File: src/rtl/dm_arb_pkg.sv
// ---------------------------------------------------------------------------
// dm_arb_pkg
// Shared definitions for the two-master data-memory arbiter.
//   state_e : arbiter FSM states (idle, memory access cycle, acknowledge cycle)
//   M0, M1  : master index constants (M0 = CPU data port, M1 = DMA/IO)
//   other() : the opposite master index
// ---------------------------------------------------------------------------
package dm_arb_pkg;

    typedef enum logic [1:0] {
        ST_IDLE   = 2'd0,
        ST_ACCESS = 2'd1,
        ST_RESP   = 2'd2
    } state_e;

    localparam logic M0 = 1'b0;
    localparam logic M1 = 1'b1;

    function automatic logic other(input logic idx);
        return ~idx;
    endfunction

endpackage

File: src/rtl/rr_pick2.sv
// ---------------------------------------------------------------------------
// rr_pick2
// Combinational two-way winner selection for the data-memory arbiter.
// Ports:
//   req[1:0]   in  : request level of master 1 / master 0
//   last       in  : index of the master granted most recently
//   lock_valid in  : the last winner holds a valid lock and still requests
//   win        out : index of the selected master
//   valid      out : at least one master is requesting (win is meaningful)
// ---------------------------------------------------------------------------
module rr_pick2
    import dm_arb_pkg::*;
(
    input  logic [1:0] req,
    input  logic       last,
    input  logic       lock_valid,
    output logic       win,
    output logic       valid
);

    // A valid lock keeps the grant with the last winner. Without one, the
    // master that was not granted last is preferred; if it is idle the
    // remaining requester (the last winner) takes the grant.
    always_comb begin
        win   = last;
        valid = |req;
        if (lock_valid) begin
            win = last;
        end else if (req[other(last)]) begin
            win = other(last);
        end else begin
            win = last;
        end
    end

endmodule

File: src/rtl/dm_arbiter.sv
// ---------------------------------------------------------------------------
// dm_arbiter
// Shares a single-port data memory between the CPU data port (master 0) and
// a secondary requester (master 1). Each transfer takes one memory cycle
// (ACCESS) followed by a one-cycle acknowledge (RESP); read data is held in a
// per-master register. Round-robin fairness with a bounded lock for
// read-modify-write sequences.
// Parameters:
//   MAX_LOCK : maximum consecutive grants a locking master may hold
//   AW, DW   : address / data width
// Ports:
//   clk, reset                 : clock, synchronous active-high reset
//   mN_req/wr/lock/addr/wdata  : master N request interface
//   mN_ack                     : one-cycle completion pulse for master N
//   mN_rdata                   : last read data returned to master N
//   dm_cs/rd/wr/address/d_in   : registered memory strobes, address, data
//   dm_out                     : memory read data (combinational)
// ---------------------------------------------------------------------------
module dm_arbiter
    import dm_arb_pkg::*;
#(
    parameter int MAX_LOCK = 4,
    parameter int AW       = 32,
    parameter int DW       = 32
)
(
    input  logic          clk,
    input  logic          reset,

    input  logic          m0_req,
    input  logic          m0_wr,
    input  logic          m0_lock,
    input  logic [AW-1:0] m0_addr,
    input  logic [DW-1:0] m0_wdata,
    output logic          m0_ack,
    output logic [DW-1:0] m0_rdata,

    input  logic          m1_req,
    input  logic          m1_wr,
    input  logic          m1_lock,
    input  logic [AW-1:0] m1_addr,
    input  logic [DW-1:0] m1_wdata,
    output logic          m1_ack,
    output logic [DW-1:0] m1_rdata,

    output logic          dm_cs,
    output logic          dm_rd,
    output logic          dm_wr,
    output logic [AW-1:0] dm_address,
    output logic [DW-1:0] dm_d_in,
    input  logic [DW-1:0] dm_out
);

    // The lock counter counts re-grants after the first grant of a run, so
    // it only needs to reach MAX_LOCK-1.
    localparam int CNT_W = (MAX_LOCK > 2) ? $clog2(MAX_LOCK) : 1;
    localparam logic [CNT_W-1:0] LOCK_LIMIT = CNT_W'(MAX_LOCK - 1);

    state_e         state_q, state_d;
    logic           last_q, last_d;
    logic           wr_q, wr_d;
    logic           lock_q, lock_d;
    logic [CNT_W-1:0] lock_cnt_q, lock_cnt_d;

    logic           dm_cs_q, dm_cs_d;
    logic           dm_rd_q, dm_rd_d;
    logic           dm_wr_q, dm_wr_d;
    logic [AW-1:0]  dm_address_q, dm_address_d;
    logic [DW-1:0]  dm_d_in_q, dm_d_in_d;

    logic           m0_ack_q, m0_ack_d;
    logic           m1_ack_q, m1_ack_d;
    logic [DW-1:0]  m0_rdata_q, m0_rdata_d;
    logic [DW-1:0]  m1_rdata_q, m1_rdata_d;

    logic [1:0]     req_vec;
    logic           lock_valid;
    logic           pick_win;
    logic           pick_valid;
    logic           grant;

    logic           sel_wr;
    logic           sel_lock;
    logic [AW-1:0]  sel_addr;
    logic [DW-1:0]  sel_wdata;

    assign req_vec = {m1_req, m0_req};

    // The lock is honoured only if the previous winner asked for it when it
    // was granted, is requesting again, and has not used up its allowance.
    assign lock_valid = lock_q && req_vec[last_q] && (lock_cnt_q < LOCK_LIMIT);

    rr_pick2 u_pick (
        .req        (req_vec),
        .last       (last_q),
        .lock_valid (lock_valid),
        .win        (pick_win),
        .valid      (pick_valid)
    );

    assign sel_wr    = (pick_win == M1) ? m1_wr    : m0_wr;
    assign sel_lock  = (pick_win == M1) ? m1_lock  : m0_lock;
    assign sel_addr  = (pick_win == M1) ? m1_addr  : m0_addr;
    assign sel_wdata = (pick_win == M1) ? m1_wdata : m0_wdata;

    // Next-state and output logic. The memory-side registers (address and
    // write data) double as the request latch: they are loaded at grant time
    // and are only non-zero during ACCESS, so later changes on the master
    // inputs cannot disturb a transfer in flight. Strobes and acks default
    // to 0 so each is a single-cycle pulse.
    always_comb begin
        state_d      = state_q;
        last_d       = last_q;
        wr_d         = wr_q;
        lock_d       = lock_q;
        lock_cnt_d   = lock_cnt_q;
        dm_cs_d      = 1'b0;
        dm_rd_d      = 1'b0;
        dm_wr_d      = 1'b0;
        dm_address_d = '0;
        dm_d_in_d    = '0;
        m0_ack_d     = 1'b0;
        m1_ack_d     = 1'b0;
        m0_rdata_d   = m0_rdata_q;
        m1_rdata_d   = m1_rdata_q;
        grant        = 1'b0;

        case (state_q)
            ST_IDLE: begin
                grant = pick_valid;
            end

            ST_ACCESS: begin
                state_d = ST_RESP;
                if (!wr_q) begin
                    if (last_q == M1) begin
                        m1_rdata_d = dm_out;
                    end else begin
                        m0_rdata_d = dm_out;
                    end
                end
                if (last_q == M1) begin
                    m1_ack_d = 1'b1;
                end else begin
                    m0_ack_d = 1'b1;
                end
            end

            ST_RESP: begin
                // A request still high from the master being acked here is
                // treated as a fresh request.
                grant = pick_valid;
                if (!pick_valid) begin
                    state_d = ST_IDLE;
                end
            end

            default: begin
                state_d = ST_IDLE;
            end
        endcase

        if (grant) begin
            state_d      = ST_ACCESS;
            last_d       = pick_win;
            wr_d         = sel_wr;
            lock_d       = sel_lock;
            lock_cnt_d   = lock_valid ? (lock_cnt_q + CNT_W'(1)) : '0;
            dm_cs_d      = 1'b1;
            dm_rd_d      = !sel_wr;
            dm_wr_d      = sel_wr;
            dm_address_d = sel_addr;
            dm_d_in_d    = sel_wr ? sel_wdata : '0;
        end
    end

    // State register. Reset abandons any transfer in flight and leaves
    // master 1 as the last grant so master 0 wins the first tie.
    always_ff @(posedge clk) begin
        if (reset) begin
            state_q      <= ST_IDLE;
            last_q       <= M1;
            wr_q         <= 1'b0;
            lock_q       <= 1'b0;
            lock_cnt_q   <= '0;
            dm_cs_q      <= 1'b0;
            dm_rd_q      <= 1'b0;
            dm_wr_q      <= 1'b0;
            dm_address_q <= '0;
            dm_d_in_q    <= '0;
            m0_ack_q     <= 1'b0;
            m1_ack_q     <= 1'b0;
            m0_rdata_q   <= '0;
            m1_rdata_q   <= '0;
        end else begin
            state_q      <= state_d;
            last_q       <= last_d;
            wr_q         <= wr_d;
            lock_q       <= lock_d;
            lock_cnt_q   <= lock_cnt_d;
            dm_cs_q      <= dm_cs_d;
            dm_rd_q      <= dm_rd_d;
            dm_wr_q      <= dm_wr_d;
            dm_address_q <= dm_address_d;
            dm_d_in_q    <= dm_d_in_d;
            m0_ack_q     <= m0_ack_d;
            m1_ack_q     <= m1_ack_d;
            m0_rdata_q   <= m0_rdata_d;
            m1_rdata_q   <= m1_rdata_d;
        end
    end

    assign dm_cs      = dm_cs_q;
    assign dm_rd      = dm_rd_q;
    assign dm_wr      = dm_wr_q;
    assign dm_address = dm_address_q;
    assign dm_d_in    = dm_d_in_q;
    assign m0_ack     = m0_ack_q;
    assign m1_ack     = m1_ack_q;
    assign m0_rdata   = m0_rdata_q;
    assign m1_rdata   = m1_rdata_q;

endmodule
File: config.mk
export PLATFORM = sky130hd
export DESIGN_NAME = dm_arbiter
export DESIGN_NICKNAME = d
export VERILOG_FILES = /design/src/rtl/dm_arb_pkg.sv /design/src/rtl/rr_pick2.sv /design/src/rtl/dm_arbiter.sv
export SDC_FILE = /design/constraint.sdc
export NUM_CORES = 1
export LEC_CHECK = 0
export CAP_MARGIN = 20
export CORE_MARGIN = 2
export CORE_UTILIZATION = 30
export CTS_CLUSTER_SIZE = 28
export DETAILED_ROUTE_END_ITERATION = 16
export PLACE_DENSITY = 0.69
export SYNTH_ARGS = -nofsm -noshare
export SYNTH_HDL_FRONTEND = slang
export SYNTH_SLANG_ARGS = --single-unit
File: constraint.sdc
create_clock -name clk -period 1.85 [get_ports clk]
set_input_delay 0.185 -clock clk [delete_from_list [all_inputs] [get_ports clk]]
set_output_delay 0.185 -clock clk [all_outputs]
set_load 0.02 [all_outputs]
# Yosys cells after proc, flatten, opt, wreduce, memory -nomap -nowiden
# Index checks and enable logic that the tools add are counted.
dict set report op_classes {
  addsub 1
  bitwise_logic 6
  n_reduce_logical 14
  magnitude_cmp 3
  muxes 18
  eq_ne 5
}
# cell count
set op_table {}
lappend op_table {{$mux 32} 2}
lappend op_table {{$mux 1} 13}
lappend op_table {{$reduce_or 2->1} 5}
lappend op_table {{$not 1->1} 6}
lappend op_table {{$pmux 2 s3} 1}
lappend op_table {{$reduce_and 3->1} 2}
lappend op_table {{$lt 1x2->1 const B} 2}
lappend op_table {{$mux 2} 2}
lappend op_table {{$ne 2x2->1 const B} 2}
lappend op_table {{$reduce_and 2->1} 2}
lappend op_table {{$ne 3x3->1 const B} 1}
lappend op_table {{$reduce_or 3->1} 1}
lappend op_table {{$add 2x1->2 const B} 1}
lappend op_table {{$eq 2x1->1 const B} 1}
lappend op_table {{$eq 2x2->1 const B} 1}
lappend op_table {{$logic_and 1x1->1} 2}
lappend op_table {{$logic_not 2->1} 1}
lappend op_table {{$lt 2x2->1 const B} 1}
lappend op_table {{$logic_not 1->1} 1}
dict set report totals {
  in_bits 168
  wordCells 62
  output_inout_bits 133
  regBits 140
}

# Longest topological paths before layout
dict set report depth {
  ltp_word 8
  mapped_depth 7
  mapped_depth_nobuf 5
}

# Modules after synthesis
# From an unflattened synthesis, not the netlist that was laid out.
dict set report hier_totals {
  cells_unflattened 536
  hier_area_um2 4943.5
}
# mod area_per_inst_um2 cells_each instances seq_area_each_um2
set by_module_without_submodules {}
lappend by_module_without_submodules {dm_arbiter 4916.0 532 1 2802.7}
lappend by_module_without_submodules {rr_pick2 27.5 4 1 0.0}

# Worst setup path before layout
# Ideal clock, no wire load.
dict set report synth_timing {
  kind {reg2reg}
  startpoint {reg lock_cnt_q[0]}
  endpoint {reg dm_d_in_q[3] (netlist: dm_d_in[3])}
  path_buffers 2
  slack_ns 0.417
  required_time_ns 1.780
  synth_period_minus_slack_ns 1.433
  setup_time_ns 0.070
  path_stages_with_launch 8
  arrival_ns 1.362
  path_cell_list {dfxtp_1 -> ha_1 -> nor2b_1 -> o211a_1 -> buf_6 -> buf_4 -> nand3_1 -> a21oi_1}
}
dict set report synth_between {
  elab_chain_cells 6
  word_cells_on_any_way 7
  classes_between {1 x order compare; 3 x mux; 1 x bitwise; 2 x reduce/logical}
}
# item line_no
set synth_rtl {}
lappend synth_rtl {{from (decl)} dm_arbiter.sv:63} ;# logic [CNT_W-1:0] lock_cnt_q, lock_cnt_d;
lappend synth_rtl {{from (signal assigned)} dm_arbiter.sv:200} ;# lock_cnt_q <= lock_cnt_d;
lappend synth_rtl {{$lt 2x2->1 *} dm_arbiter.sv:91} ;# assign lock_valid = lock_q && req_vec[last_q] && (lock_cnt_q < LOCK_LIMIT);
lappend synth_rtl {{$logic_and 1x1->1 *} dm_arbiter.sv:91}
lappend synth_rtl {{$mux 1 *} rr_pick2.sv:27} ;# if (lock_valid) begin
lappend synth_rtl {{$mux 1} dm_arbiter.sv:101} ;# assign sel_wr = (pick_win == M1) ? m1_wr : m0_wr;
lappend synth_rtl {{$not 1->1 (no line)} --}
lappend synth_rtl {{$reduce_or 3->1 (no line)} --}
lappend synth_rtl {{to (signal assigned)} dm_arbiter.sv:205} ;# dm_d_in_q <= dm_d_in_d;
lappend synth_rtl {{to (decl)} dm_arbiter.sv:69} ;# logic [DW-1:0] dm_d_in_q, dm_d_in_d;
# Mark *: on every way between the ends. The rest lies on a longest branch, timed or not.
# A chain may end at the register's enable or synchronous reset.

# Worst setup path after layout
dict set report layout_timing {
  startpoint {reg lock_cnt_q[1]}
  endpoint {reg dm_address_q[24] (netlist: dm_address[24])}
}
dict set report layout_between {
  elab_chain_cells 4
}
# item line_no
set layout_rtl {}
lappend layout_rtl {{$lt 2x2->1} dm_arbiter.sv:91}
lappend layout_rtl {{$logic_and 1x1->1} dm_arbiter.sv:91}
lappend layout_rtl {{$mux 1} rr_pick2.sv:27}
lappend layout_rtl {{$mux 32} dm_arbiter.sv:103} ;# assign sel_addr = (pick_win == M1) ? m1_addr : m0_addr;
lappend layout_rtl {{to (signal assigned)} dm_arbiter.sv:204} ;# dm_address_q <= dm_address_d;
lappend layout_rtl {{to (decl)} dm_arbiter.sv:68} ;# logic [AW-1:0] dm_address_q, dm_address_d;
# Every way passes these cells.

==> reports/results.ini <==
[min_path]
hold_class=in -> reg

[final_layout]
drive_above_1_share=0.08609
multi_input_area_mm2=0.002002
final_util=0.5331
layout.nets=1063
register_area_mm2=0.002804
num-fill-cells=1565
syn_to_final_growth_pct=73.74
diodes=0
stdcell_count=1126

[power_and_ir_drop]
p_comb_frac=0.182
p_sw_w=0.002065
power_frac_seq=0.406
p_int_w=0.005910
p_leak_nw=3.200
powerDensity_mw_per_mm2=902.1
ir_drop_mv=0.5913
clockPowerShare=0.412
swShare=0.2590
power_w=0.007975

[route]
vias=5200
firstDrtPassIters=5
drt-initial-drc-count=233
drc=0
routed_wl_um=17130
wl_per_cell_um=15.21
vias_per_cell=4.618
detail-route-antenna-nets=0

[synth]
synthFlopType=dfxtp_1
syn_area_per_cell_um2=8.342
yosysMostFrequentCell=nand2_1
syn-num-nets=779
syn-cell-area_mm2=0.005089
ys_seq_area_frac=0.5508
yosys_warnings=0
yosysTopAreaCell=dfxtp_1
yosysTopAreaCellShare=0.5508
netlist_top_cells_count=nand2_1, dfxtp_1, a21oi_1, nand3_1, clkbuf_1
async_flop_share=0
synth_cells=610
ys_ff_latch=140
synth_edf_count=0
synth_area_leaders=dfxtp_1, nand2_1, a21oi_1, nand3_1, a21oi_2
yosys.cell_types.count=30

[sta]
worst_slew_pin_slew_ps=713.7
hold_viol=0
rsz0062_at_grt=no
fin_ws_ps=174.5
setup_violations=0
max_freq_ghz=0.5968
max_slew_margin=0.5242
fin_crit_sh=0.9057
final.setup.tns_ps=0
finClkSkew_ps=9.397
maxSlewViolCount=0
final.min_clock_period_ps=1675

[clock_network]
root_buffer=clkbuf_16
cts_setup_buffers=0
clock_sinks=140
cts_tree=yes
path_clk_slew_ps=60
cts_inserted_buffers=17
clkLatencyLatePin_ps=410
clockBufferDepth=2
h-tree-depth=4

[placed_design]
placed_cells=1095
dp_hpwl_um=12240
gp_congestion=0.7787
pre_cts_ws_ps=27.08
portBuffers=300

[grt]
grtUsageMet3=0.06765
grt_usage=0.1893
gr-max-usage-layer=met2
grt_util_met2=0.3132
grt_max_degree=68
grtUsageMet1=0.2227
grt_antenna_before_repair=0
grt_overflow=0
grt_pass1_wl_um=26860
first_global_vias=5116

[floorplan]
start_util=0.3069
fp.dieArea_mm2=0.01802
die_w_um=134.2
top_level_ports=301
rows=47
core-area_mm2=0.01658
dieHeight_um=134.2

[setup_path]
slowest_delay_ps=340
end_kind=flop
crit_path_start_kind=flop
path_buf_inv=1
cp_max_fo=27
cp_slowest_cell=dfxtp_1
crit_chain=ha_1 -> nand4b_1 -> o211a_2 -> buf_4 -> nand2_1 -> a21oi_2
crit_family=compound AO/OA/AOI/OAI gates
crit_arrival_ps=2020
timing_worst_setup_path_type=reg -> reg
cp.required_ps=2200

[status]
status=finished, final reports clean

[job]
cap_violations=0

kinds of logic after synthesis:
group	after synthesis	share of synthesized area
multiplexers	4	0.008360
AO/OA/AOI/OAI	135	0.1524
adder cells (fa/ha/maj)	1	0.002458
AND/OR/NAND/NOR	274	0.2257
flip-flops	140	0.5508
buffers and inverters	56	0.06024
cell type report:
cell class                      instances  area share
Timing Repair Buffer                  318      0.3600
Sequential cell                       140      0.3172
Multi-Input combinational cell        414      0.2264
Clock buffer                           19     0.05010
Tap cell                              220     0.03114
Clock inverter                         12     0.01387
Inverter                                3    0.001274
per-layer routing:
metal / share of wire / wire (um)
met1: 0.40 / 6875
met2: 0.49 / 8432
met3: 0.081 / 1381
met4: 0.026 / 440
met5: 0 / 0
path summary, 6_finish.rpt:
path / startpoint / endpoint / slack [ps] / cells past startpoint
setup / recovery: lock_cnt_q[1] / dm_address[24] / 170 / 6
hold / removal: reset / wr_q / 180 / 3
setup reg to reg: lock_cnt_q[1] / dm_address[24] / 170 / 6
hold reg to reg: m1_rdata[3] / m1_rdata[3] / 450 / 2
flip-flops by register name (all words and copies together), names as in the netlist:
| name | flops |
|---|---|
| last_q | 1 |
| m0_rdata | 32 |
| m1_ack | 1 |
| dm_d_in | 32 |
| dm_rd | 1 |
| lock_cnt_q | 2 |
| m0_ack | 1 |
| dm_cs | 1 |
| dm_wr | 1 |
| m1_rdata | 32 |
| wr_q | 1 |
| dm_address | 32 |
| state_q | 2 |
| lock_q | 1 |
worst register-to-register path: stages (launching register included):
cell and delay (ps):
dfxtp_1 340, ha_1 200, nand4b_1 210, o211a_2 300, buf_4 320, nand2_1 130
a21oi_2 130
cell usage in the layout (no fill, tap or decap), types with 2 or more instances in the layout:
master	synthesis	final
clkdlybuf4s50_1	0	299
nand2_1	192	192
dfxtp_1	140	139
a21oi_1	110	110
nand3_1	64	64
a21oi_2	18	18
clkbuf_16	0	17
buf_4	10	14
clkinv_2	0	6
nor2_1	5	5
buf_12	0	4
nand2b_1	2	2
inv_2	2	2
mux2_2	2	2
nor3_4	0	2
or3_1	3	2
mux2i_1	2	2
o2bb2ai_1	2	2
nor3_1	2	2
bufinv_16	0	2
clkinvlp_4	0	2
repair_timing:
item / 4_1_cts / 5_1_grt
resized for setup: 0 / 1
endpoints found under the setup margin: 0 / 1
hold buffers: 0 / 0
power groups by stage:
stage,Sequential (W),Combinational [W],Clock [W]
floorplan,0.00347,0.000496,0
global placement,0.00330,0.00145,0
detailed placement,0.00330,0.00146,0
CTS,0.00324,0.00146,0.00339
global route,0.00325,0.00156,0.00351
finish,0.00324,0.00145,0.00329
per-stage QoR:
step                      hold WS (ps)  cell area, um2
final                            178.6            8841
after global routing             194.2            8841
after detailed placement         445.8            8274
after floorplan                  321.0            5089
after CTS                        150.9            8840
after global placement           441.5            8274
No activity file was read; power rests on OpenSTA's default activity.
